## src/rtl/uart_rx_deserializer.sv

```systemverilog
// uart_rx_deserializer: 8N1 UART receiver feeding a one-entry valid/ready output register.
//
// Ports:
//   clock         system clock
//   reset         asynchronous, active-high reset
//   io_rx         serial line, idle high, asynchronous to clock
//   io_enable     receiver enable; low in any non-idle state aborts the frame
//   io_out_valid  a received byte is held in the output register
//   io_out_ready  consumer accepts the held byte
//   io_out_bits   received byte
//   io_frame_err  one-cycle pulse: stop bit sampled low
//   io_overrun    one-cycle pulse: byte dropped because the output register was full
//   io_busy       receiver is not idle
//
// CLKS_PER_BIT must be 4 or more.

`timescale 1ns/1ps

module uart_rx_deserializer #(
    parameter int unsigned CLKS_PER_BIT = 868
) (
    input  logic       clock,
    input  logic       reset,
    input  logic       io_rx,
    input  logic       io_enable,
    output logic       io_out_valid,
    input  logic       io_out_ready,
    output logic [7:0] io_out_bits,
    output logic       io_frame_err,
    output logic       io_overrun,
    output logic       io_busy
);

    localparam int unsigned CntW = $clog2(CLKS_PER_BIT);
    localparam logic [CntW-1:0] HalfTarget = CntW'(CLKS_PER_BIT / 2 - 1);
    localparam logic [CntW-1:0] FullTarget = CntW'(CLKS_PER_BIT - 1);
    localparam logic [CntW-1:0] CntOne     = CntW'(1);

    typedef enum logic [2:0] {
        StIdle,
        StStart,
        StData,
        StStop,
        StWaitHigh
    } state_e;

    state_e          state_q;
    logic            rx_meta_q;
    logic            rx_s_q;
    logic [CntW-1:0] cnt_q;
    logic [2:0]      idx_q;
    logic [7:0]      shreg_q;
    logic            valid_q;
    logic [7:0]      bits_q;
    logic            frame_err_q;
    logic            overrun_q;

    logic [CntW-1:0] target;
    logic            sample;
    logic            deliver;

    // Two-flop synchronizer; reset to the idle (high) line level.
    always_ff @(posedge clock or posedge reset) begin
        if (reset) begin
            rx_meta_q <= 1'b1;
            rx_s_q    <= 1'b1;
        end else begin
            rx_meta_q <= io_rx;
            rx_s_q    <= rx_meta_q;
        end
    end

    // Start bit is checked at its middle; every later sample is a full bit period on.
    always_comb begin
        target  = (state_q == StStart) ? HalfTarget : FullTarget;
        sample  = (cnt_q == target);
        deliver = io_enable && (state_q == StStop) && sample && rx_s_q;
    end

    always_ff @(posedge clock or posedge reset) begin
        if (reset) begin
            state_q     <= StIdle;
            cnt_q       <= '0;
            idx_q       <= '0;
            shreg_q     <= '0;
            valid_q     <= 1'b0;
            bits_q      <= '0;
            frame_err_q <= 1'b0;
            overrun_q   <= 1'b0;
        end else begin
            frame_err_q <= 1'b0;
            overrun_q   <= 1'b0;

            // Output register: a delivery may coincide with the consumer taking the old byte.
            if (valid_q && io_out_ready) begin
                valid_q <= 1'b0;
            end
            if (deliver) begin
                if (!valid_q || io_out_ready) begin
                    bits_q  <= shreg_q;
                    valid_q <= 1'b1;
                end else begin
                    overrun_q <= 1'b1;
                end
            end

            if ((state_q != StIdle) && !io_enable) begin
                // Silent abort: no delivery, no error, output register untouched.
                state_q <= StIdle;
                cnt_q   <= '0;
            end else begin
                case (state_q)
                    StIdle: begin
                        if (io_enable && !rx_s_q) begin
                            state_q <= StStart;
                            cnt_q   <= '0;
                        end
                    end
                    StStart: begin
                        if (sample) begin
                            cnt_q <= '0;
                            if (rx_s_q) begin
                                state_q <= StIdle;  // false start
                            end else begin
                                state_q <= StData;
                                idx_q   <= '0;
                            end
                        end else begin
                            cnt_q <= cnt_q + CntOne;
                        end
                    end
                    StData: begin
                        if (sample) begin
                            cnt_q          <= '0;
                            shreg_q[idx_q] <= rx_s_q;
                            if (idx_q == 3'd7) begin
                                state_q <= StStop;
                            end else begin
                                idx_q <= idx_q + 3'd1;
                            end
                        end else begin
                            cnt_q <= cnt_q + CntOne;
                        end
                    end
                    StStop: begin
                        if (sample) begin
                            cnt_q <= '0;
                            // Leaving at mid-stop-bit leaves half a bit to catch the next start.
                            if (rx_s_q) begin
                                state_q <= StIdle;
                            end else begin
                                state_q     <= StWaitHigh;
                                frame_err_q <= 1'b1;
                            end
                        end else begin
                            cnt_q <= cnt_q + CntOne;
                        end
                    end
                    StWaitHigh: begin
                        // A held-low line (break) must not be mistaken for new start bits.
                        if (rx_s_q) begin
                            state_q <= StIdle;
                        end
                    end
                    default: begin
                        state_q <= StIdle;
                        cnt_q   <= '0;
                    end
                endcase
            end
        end
    end

    assign io_out_valid = valid_q;
    assign io_out_bits  = bits_q;
    assign io_frame_err = frame_err_q;
    assign io_overrun   = overrun_q;
    assign io_busy      = (state_q != StIdle);

endmodule

```

## config.mk

```make
export PLATFORM = sky130hd
export DESIGN_NAME = uart_rx_deserializer
export DESIGN_NICKNAME = d
export VERILOG_FILES = /design/src/rtl/uart_rx_deserializer.sv
export SDC_FILE = /design/constraint.sdc
export NUM_CORES = 1
export LEC_CHECK = 0
export ABC_AREA = 1
export BUFFER_PORTS_ARGS = -buffer_cell sky130_fd_sc_hd__buf_2
export CORE_UTILIZATION = 30
export CTS_CLUSTER_DIAMETER = 40
export DETAILED_ROUTE_END_ITERATION = 12
export PLACE_DENSITY_LB_ADDON = 0.1
export SETUP_SLACK_MARGIN = 0.15
export SYNTH_ARGS = -nofsm -noshare
export SYNTH_HDL_FRONTEND = slang
export SYNTH_SLANG_ARGS = --single-unit
```

## constraint.sdc

```tcl
create_clock -name clock -period 3.7 [get_ports clock]
set_clock_uncertainty 0.1 [all_clocks]
set_input_delay 0.74 -clock clock [delete_from_list [all_inputs] [get_ports clock]]
set_output_delay 0.74 -clock clock [all_outputs]
set_load 0.05 [all_outputs]
```

==> reports/qor.yml <==
status:
  status: "finished clean"
global_routing:
  grt_pass1_vias: 1613
  grt_pass1_wl_um: 7650
  grt_max_degree: 21
  grt_overflow: 0
  antenna_found_initial: 0
  track_usage: 0.138
sta:
  post-route-min-period_ps: 2190
  hold_viol: 0
  max_freq_mhz: 457
  slew_headroom: 0.472
  rsz0062_at_grt: "false"
  drv_slew: 0
  tns_ps: 0
  worstMarginPinSlew_ps: 790
  fin_crit_sh: 0.591
  setup_violations: 0
  timing.hold.ws_ps: 258
clock_network:
  ctsHoldBuffers: 0
  clockRootBuffer: "clkbuf_8"
  clk_pin_slew_ps: 80
  clockBufferDepth: 2
  clock-sinks: 37
  post_cts_buffers: 0
  htree_num_levels: 2
  cts_tree: "done"
  post_cts_resized: 0
  cts_made_buffers: 5
  clock_latency_ps: 290
drt:
  wl_um: 4230
  wl_per_cell_um: 11.9
  drtPass1Iterations: 4
  vias_per_cell: 4.59
  vias: 1634
  postRouteAntennaNets: 0
  first_iter_violations: 97
  drc_errors: 0
final_layout:
  final_common_cell: "nand2_1"
  drive_gt1_frac: 0.147
  final_cells: 356
  layout_common_cells: "nand2_1 (64), inv_1 (45), dfrtp_1 (35), nor2_1 (28), nand4_1 (23)"
  final_area_um2: 2250
  diodes: 0
  area_growth_pct: 12.4
  finalNetCount: 286
synthesis:
  avgSynthCellArea_um2: 7.74
  ys_ff_latch: 37
  yosysUniqueCellTypes: 29
  syn_inst: 258
  synth_nets: 266
  synth_area_um2: 2000
  synth-warning-count: 0
  ys_seq_area_frac: 0.465
floorplan:
  initial_core_util: 0.313
  die-area_um2: 6990
  die_h_um: 83.6
  die_x_um: 83.6
  num_rows: 29
  coreArea_um2: 6390
  io_pins: 17
worst_setup_path:
  cp_max_fo: 3
  cp-end-kind: "output pin"
  startpoint_type: "register"
  worstPathRequired_ps: 2860
  critical_path_class: "reg2out"
  cp.arrival_ps: 1350
place:
  dp_cells: 348
  gp_congestion: 0.778
  io_buffers: 16
  post_dp_cell_area_um2: 2160
  dp_hpwl_um: 3140
run:
  drv_cap: 0
power:
  ir_worst_vdd_mv: 0.153
  power_density_nw_per_um2: 483
  leakage_nw: 1.15
worst_hold_path:
  hp-class: "reg2reg"
==> metal layers <==
metal / vias to the layer above / wire length, um / global-route usage
li1: 863 / - / -
met1: 728 / 2170 / 0.195
met2: 37 / 1810 / 0.208
met3: 6 / 197 / 0.0346
met4: 0 / 62 / 0.0416
met5: - / 0 / 0
==> worst max-delay path: stages (launching register included) <==
cell and delay (ps):
dfrtp_1 410, inv_1 100, nand2_1 80, nor2_1 200, inv_1 60, buf_2 210
==> power by group <==
part | total (mW) | switching (mW) | internal (mW)
combinational | 0.320 | 0.234 | 0.0857
sequential | 0.483 | 0.0482 | 0.435
clock | 0.283 | 0.152 | 0.130
total | 1.09 | 0.435 | 0.651
==> cell usage after synthesis (all sizes together) <==
master  count  area, um2
dfrtp      35        876
nand3      14       87.6
a21oi       2       10.0
nor2       31        134
ha          3       37.5
nor3        5       36.3
o21bai      1       7.51
or2         1       8.76
clkbuf      3       11.3
inv        47        176
nor3b       1       7.51
nand4      23        144
o21ai      15       82.6
buf         1       11.3
a31oi       1       6.26
nand2      67        259
xnor2       1       8.76
dfstp       2       52.6
xor2        4       35.0
and3        1       6.26
==> final cells by class <==
| type | instances | area (um2) |
|---|---|---|
| clock buffers | 5 | 68.8 |
| clock inverters | 3 | 17.5 |
| fillers | 678 | 4140 |
| inverters | 47 | 176 |
| multi-input cells | 170 | 871 |
| flip-flops and latches | 37 | 928 |
| well taps | 77 | 96.3 |
| repair buffers | 17 | 87.6 |
==> worst paths after layout <==
| path | cells after the start | startpoint | slack (ps) | end |
|---|---|---|---|---|
| max | 5 | state_q[0] | 1510 | io_busy |
| min | 0 | rx_meta_q | 260 | rx_s_q |
| max reg2reg | 9 | state_q[0] | 1820 | cnt_q[5] |
| min reg2reg | 0 | rx_meta_q | 260 | rx_s_q |
| max in group asynchronous | 3 | reset | 2220 | rx_s_q |
| min in group asynchronous | 2 | reset | 470 | io_out_bits[0] |
==> sequential cells by signal, indices dropped and copies added, names as in the netlist <==
signal	cells
rx_meta_q	1
io_overrun	1
cnt_q	10
idx_q	3
state_q	3
rx_s_q	1
io_out_bits	8
shreg_q	8
io_out_valid	1
io_frame_err	1
==> kinds of logic (layout without fill, tap and decap cells) <==
family | count (synthesis) | after routing | synth area share
AO/OA/AOI/OAI | 19 | 19 | 0.0532
adder cells (fa/ha/maj) | 3 | 3 | 0.0188
buffers and inverters | 51 | 72 | 0.0996
XOR/XNOR | 5 | 5 | 0.0219
flip-flops | 37 | 37 | 0.465
AND/OR/NAND/NOR | 143 | 143 | 0.342
==> through the flow <==
| step | setup WS, ps | utilization | power [mW] |
|---|---|---|---|
| 2_1_floorplan | 1970 | - | 0.733 |
| 3_3_place_gp | 1660 | 0.338 | 0.815 |
| 3_5_place_dp | 1580 | 0.338 | 0.812 |
| 4_1_cts | 1490 | 0.352 | 1.10 |
| 5_1_grt | 1360 | 0.352 | 1.18 |
| 6_report | 1510 | 0.352 | 1.09 |
(Power assumes the default switching activity.)
